[src/rtl/nn_pkg.sv]
// Shared types and constants for the MNIST inference frame sequencer.
package nn_pkg;

  localparam int IMG_ROWS = 28;
  localparam int ROW_W    = 7;
  localparam int BCD_MAX  = 9;

  typedef enum logic [2:0] {
    ST_IDLE  = 3'd0,
    ST_LOAD  = 3'd1,
    ST_START = 3'd2,
    ST_WAIT  = 3'd3,
    ST_DONE  = 3'd4,
    ST_ERROR = 3'd5
  } seq_state_t;

endpackage

[src/rtl/seq_watchdog.sv]
// Classifier response timer: counts enabled cycles, expire flags the last allowed cycle.
module seq_watchdog #(
  parameter int TIMEOUT = 4096,
  parameter int TMR_W   = 12
) (
  input  logic clk,
  input  logic rst_n,
  input  logic clear,
  input  logic en,
  output logic expire
);

  logic [TMR_W-1:0] count;

  always_ff @(posedge clk) begin
    if (!rst_n)     count <= '0;
    else if (clear) count <= '0;
    else if (en)    count <= count + 1'b1;
  end

  assign expire = en && (count == TMR_W'(TIMEOUT - 1));

endmodule

[src/rtl/inference_sequencer.sv]
// Frame controller: loads 28 image rows, runs or bypasses the classifier, holds the result for the host.
module inference_sequencer
  import nn_pkg::*;
#(
  parameter int ROWS    = nn_pkg::IMG_ROWS,
  parameter int ROW_W   = nn_pkg::ROW_W,
  parameter int TIMEOUT = 4096,
  parameter int TMR_W   = 12
) (
  input  logic             clk,
  input  logic             rst_n,
  input  logic             load_en,
  input  logic [ROW_W-1:0] row_in,
  output logic             row_wr,
  output logic [4:0]       row_idx,
  output logic [ROW_W-1:0] row_data,
  input  logic             img_is_test,
  input  logic [3:0]       test_digit,
  output logic             cls_rst_n,
  output logic             cls_start,
  input  logic             cls_valid,
  input  logic [3:0]       cls_digit,
  output logic [3:0]       result_bcd,
  output logic             result_valid,
  output logic             error,
  output logic             busy,
  output logic [7:0]       frame_count
);

  seq_state_t state, state_nxt;
  logic       wd_expire;
  logic       digit_ok;

  assign digit_ok = cls_digit <= 4'(BCD_MAX);
  assign row_wr   = load_en && (state == ST_IDLE || state == ST_LOAD);
  assign row_data = row_in;

  seq_watchdog #(
    .TIMEOUT (TIMEOUT),
    .TMR_W   (TMR_W)
  ) u_watchdog (
    .clk    (clk),
    .rst_n  (rst_n),
    .clear  (state != ST_WAIT),
    .en     (state == ST_WAIT),
    .expire (wd_expire)
  );

  // A classifier answer in the expiry cycle still counts as a result.
  always_comb begin
    state_nxt = state;
    case (state)
      ST_IDLE:  if (load_en) state_nxt = ST_LOAD;
      ST_LOAD: begin
        if (!load_en)                       state_nxt = ST_IDLE;
        else if (row_idx == 5'(ROWS - 1))   state_nxt = ST_START;
      end
      ST_START: state_nxt = img_is_test ? ST_DONE : ST_WAIT;
      ST_WAIT: begin
        if (!load_en)       state_nxt = ST_IDLE;
        else if (cls_valid) state_nxt = digit_ok ? ST_DONE : ST_ERROR;
        else if (wd_expire) state_nxt = ST_ERROR;
      end
      ST_DONE, ST_ERROR: if (!load_en) state_nxt = ST_IDLE;
      default:  state_nxt = ST_IDLE;
    endcase
  end

  always_ff @(posedge clk) begin
    if (!rst_n) begin
      state        <= ST_IDLE;
      row_idx      <= '0;
      cls_rst_n    <= 1'b0;
      cls_start    <= 1'b0;
      result_bcd   <= '0;
      result_valid <= 1'b0;
      error        <= 1'b0;
      busy         <= 1'b0;
      frame_count  <= '0;
    end else begin
      state        <= state_nxt;
      row_idx      <= (state_nxt == ST_LOAD) ? row_idx + 5'd1 : 5'd0;
      cls_rst_n    <= (state_nxt == ST_WAIT) || (state_nxt == ST_DONE);
      cls_start    <= (state == ST_START) && !img_is_test;
      result_valid <= (state_nxt == ST_DONE);
      error        <= (state_nxt == ST_ERROR);
      busy         <= (state_nxt == ST_LOAD) || (state_nxt == ST_START) ||
                      (state_nxt == ST_WAIT);
      if (state == ST_START && img_is_test)
        result_bcd <= test_digit;
      else if (state == ST_WAIT && load_en && cls_valid && digit_ok)
        result_bcd <= cls_digit;
      if (state_nxt == ST_DONE && state != ST_DONE)
        frame_count <= frame_count + 8'd1;
    end
  end

endmodule
[config.mk]
export PLATFORM = sky130hd
export DESIGN_NAME = inference_sequencer
export DESIGN_NICKNAME = d
export VERILOG_FILES = /design/src/rtl/nn_pkg.sv /design/src/rtl/seq_watchdog.sv /design/src/rtl/inference_sequencer.sv
export SDC_FILE = /design/constraint.sdc
export NUM_CORES = 1
export LEC_CHECK = 0
export ABC_AREA = 1
export ABC_CLOCK_PERIOD_IN_PS = 2200
export BUFFER_PORTS_ARGS = -buffer_cell sky130_fd_sc_hd__buf_2
export CORE_MARGIN = 8
export CORE_UTILIZATION = 47
export CTS_BUF_LIST = sky130_fd_sc_hd__clkbuf_16
export DETAILED_ROUTE_END_ITERATION = 16
export GPL_TIMING_DRIVEN = 0
export MAX_ROUTING_LAYER = met4
export PLACE_DENSITY_LB_ADDON = 0.15
export SLEW_MARGIN = 5
export SYNTH_ARGS = -nofsm -noshare
export SYNTH_HDL_FRONTEND = slang
export SYNTH_HIERARCHICAL = 1
export SYNTH_SLANG_ARGS = --single-unit
[constraint.sdc]
create_clock -name clk -period 2.2 [get_ports clk]
set_clock_uncertainty 0.2 [all_clocks]
set_input_delay 0.44 -clock clk [delete_from_list [all_inputs] [get_ports clk]]
set_output_delay 0.44 -clock clk [all_outputs]
set_load 0.005 [all_outputs]
==> flow_summary.ini <==
[power]
powerDensity_nw_per_um2 = 671
p_sw_share_pct = 18.9
switchingPower_mw = 0.318
p_comb_share_pct = 4.8
pwr-share-seq_pct = 40.5
p_clk_share_pct = 54.7
p_int_mw = 1.36
vdd_ir_drop_max_v = 0.000567
p_leak_nw = 1.22

[job]
max_cap_viol_count = 0

[placed_design]
gp_congestion = 0.843
pre_cts_ws_ns = -0.290
place_hpwl_mm = 3.29
port_buffers = 42
dp.cells = 384

[worst_hold_path]
hp-start = row_idx[0]$_SDFF_PN0_
whs_endpoint = row_idx[0]$_SDFF_PN0_
min_path_type = flip-flop to flip-flop
hold_depth = 1

[global_routing]
grt_busiest_layer = met2
grt_pass1_vias = 1742
antenna_found_initial = 0
grt_max_degree = 13
grtUsageMet1_pct = 16.8
overflow = 0
grt_use_met2_pct = 23.7
met3_usage_pct = 5.08
grt_pass1_wl_mm = 7.57
grtUsageTotal_pct = 14.8

[yosys]
ys_types = 28
ys_top_cells_by_count = nand2_1 (71), nor2_1 (62), dfxtp_1 (37), inv_1 (35), nand3_1 (16)
synth_area_um2 = 1980
ys_ff_latch = 37
synth_most_common_cell = nand2_1
synthesis.nets = 315
yosys.area.top_type = dfxtp_1
syn-instance-count = 292
synthArstFlopShare_pct = 0
synthTopCellsByArea = dfxtp_1 (37%), nand2_1 (13%), nor2_1 (12%), inv_1 (6.6%), nand3_1 (4.0%)
synth_warnings = 6
synth-edff-count = 0
synth_seq_area_share_pct = 37.4
synthFlopType = dfxtp_1
yosysTopAreaCellShare_pct = 37.4
syn_avg_cell_area_um2 = 6.78

[clock_network]
cts_buffers = 5
htreeDepth = 2
cts_tree = yes
cts.clk_slew.worst_paths_ns = 0.06
clk_latency_ns = 0.28
clock-root-buffer = clkbuf_16
cts_buffer_depth = 2
cts.sinks = 37

[status]
status = complete, no violations

[drt]
drc = 0
firstDrtPassIters = 5
viasPerCell = 4.73
final_antenna_net_count = 0
drtIter0Drc = 122
avgRoutedWirePerCell_um = 11.1
vias = 1868
drt-total-wl_mm = 4.38

[die]
die_x_um = 80.9
dieHeight_um = 80.9
ios = 50
start_util_pct = 49.2
core_area_um2 = 4030
num_rows = 23
dieArea_um2 = 6550

[timing]
max_freq_mhz = 499
slew_viol_final = 0
slew_headroom_pct = 71.2
setup_ws_ns = 0.195
finalHoldViolCount = 0
final-setup-viol-count = 0
tightest_slew_ns = 0.433
fin_crit_sh_pct = 91.1
period_minus_slack_ns = 2.00

[setup_path]
r2r-end = cls_rst_n$_SDFF_PN0_
endpoint_kind = flip-flop
rrSetupSlack_ns = 0.20
critPathArrivalTime_ns = 2.03
crit_fanout = 3
reg2reg_from = u_watchdog/count[0]$_SDFFE_PP0P_
cp-start-kind = flip-flop
critPathRequiredTime_ns = 2.22
worstSetupPathType = flip-flop to flip-flop
reg2reg_depth = 13

[cells_and_area]
finish.utilization_pct = 62.0
area_delta_synth_final_pct = 26.0
nets = 367
final_layout_size_suffix_gt1_share_pct = 27.2
n_antenna_cell = 0
nFillCells = 385
stdcell_count = 395
-- how the worst max path moves through the flow --
stage	start	end	slack, ns	depth (start not counted)
finish	u_watchdog/count[0]$_SDFFE_PP0P_	cls_rst_n$_SDFF_PN0_	0.20	13
global placement	state[2]$_SDFF_PN0_	row_idx[3]$_SDFF_PN0_	-0.28	13
floorplan	state[2]$_SDFF_PN0_	row_idx[0]$_SDFF_PN0_	0.11	13
detailed placement	state[2]$_SDFF_PN0_	row_idx[4]$_SDFF_PN0_	-0.29	13
global route	u_watchdog/count[0]$_SDFFE_PP0P_	result_valid$_SDFF_PN0_	-0.003	13
CTS	state[2]$_SDFF_PN0_	row_idx[2]$_SDFF_PN0_	0.06	13
-- cell families (layout without fill, tap and decap cells) --
| kind of cell | Yosys count | count (layout) | synth area share (%) |
|---|---|---|---|
| simple gates | 174 | 174 | 40.9 |
| buf+inv | 48 | 101 | 11.2 |
| flops | 37 | 37 | 37.4 |
| compound gates | 26 | 26 | 6.89 |
| xor+xnor | 4 | 4 | 1.77 |
| fa+ha+maj | 3 | 3 | 1.90 |
-- final cells by class --
| type | count | area, um2 | area share, % |
|---|---|---|---|
| multi-input combinational | 207 | 1040 | 41.7 |
| sequential | 37 | 746 | 29.9 |
| timing repair buffer | 45 | 233 | 9.32 |
| inverter | 38 | 145 | 5.81 |
| clock buffer | 5 | 125 | 5.01 |
| buffer | 10 | 78.8 | 3.16 |
| clock inverter | 3 | 65.1 | 2.61 |
| tap | 50 | 62.6 | 2.51 |
-- per-stage QoR --
stage / TNS, ns / power [mW] / cell area (um2) / hold slack, ns
finish: 0 / 1.68 / 2500 / 0.261
global route: -0.00261 / 1.73 / 2500 / 0.278
CTS: 0 / 1.69 / 2460 / 0.258
detailed placement: -2.48 / 0.773 / 2250 / 0.253
global placement: -2.35 / 0.773 / 2250 / 0.246
floorplan: 0 / 0.740 / 1980 / 0.237
-- timing repair --
action	4_1_cts	5_1_grt
hold buffers	0	0
pin swaps	1	7
endpoints found under the setup margin	11	9
setup buffers	1	2
resized for setup	2	11
-- power by group through the flow --
stage / clock, mW / combinational, mW / sequential, mW
floorplan: 0 / 0.0463 / 0.693
global placement: 0 / 0.0795 / 0.693
detailed placement: 0 / 0.0799 / 0.694
CTS: 0.935 / 0.0813 / 0.679
global route: 0.962 / 0.0930 / 0.679
finish: 0.916 / 0.0810 / 0.679
-- critical path, stage by stage (launching register included) --
cell	delay (ns)
dfxtp_2	0.35
ha_2	0.20
nand3_1	0.14
nor2_2	0.20
nand4_1	0.14
nor2_1	0.11
inv_1	0.07
nand2_2	0.08
nor2_1	0.04
nor2_1	0.12
nor2_2	0.07
nor2_4	0.09
nand3_2	0.08
nand2_1	0.07
-- placed cells by master (no fill, tap or decap), types with 2 or more instances in the layout --
cell       count
inv_1         34
nor2_1        60
buf_6          2
nand2_2        3
ha_1           2
buf_2         42
o21ai_0       11
nor2_4         5
nor2_2         5
dfxtp_1       33
nand3_1       16
nand3_2        5
xnor2_1        3
dfxtp_2        4
nand2_1       69
nand3b_1       2
bufinv_16      2
inv_2          3
a21oi_1       11
buf_4         10
nand2_4        2
clkbuf_16      5
nand4_1        3
-- state kept, by name, summed over array words and instances (netlist names) --
| signal | count |
|---|---|
| frame_count | 8 |
| cls_rst_n | 1 |
| busy | 1 |
| result_valid | 1 |
| u_watchdog/count | 12 |
| state | 3 |
| error | 1 |
| cls_start | 1 |
| row_idx | 5 |
| result_bcd | 4 |
-- per-layer routing --
layer / wire, um / vias to the layer above / part of all wire (%)
li1: - / 1002 / -
met1: 1920 / 811 / 44
met2: 2040 / 51 / 47
met3: 387 / 4 / 8.8
met4: 24 / 0 / 0.55
met5: 0 / - / 0
(Power assumes the default switching activity.)
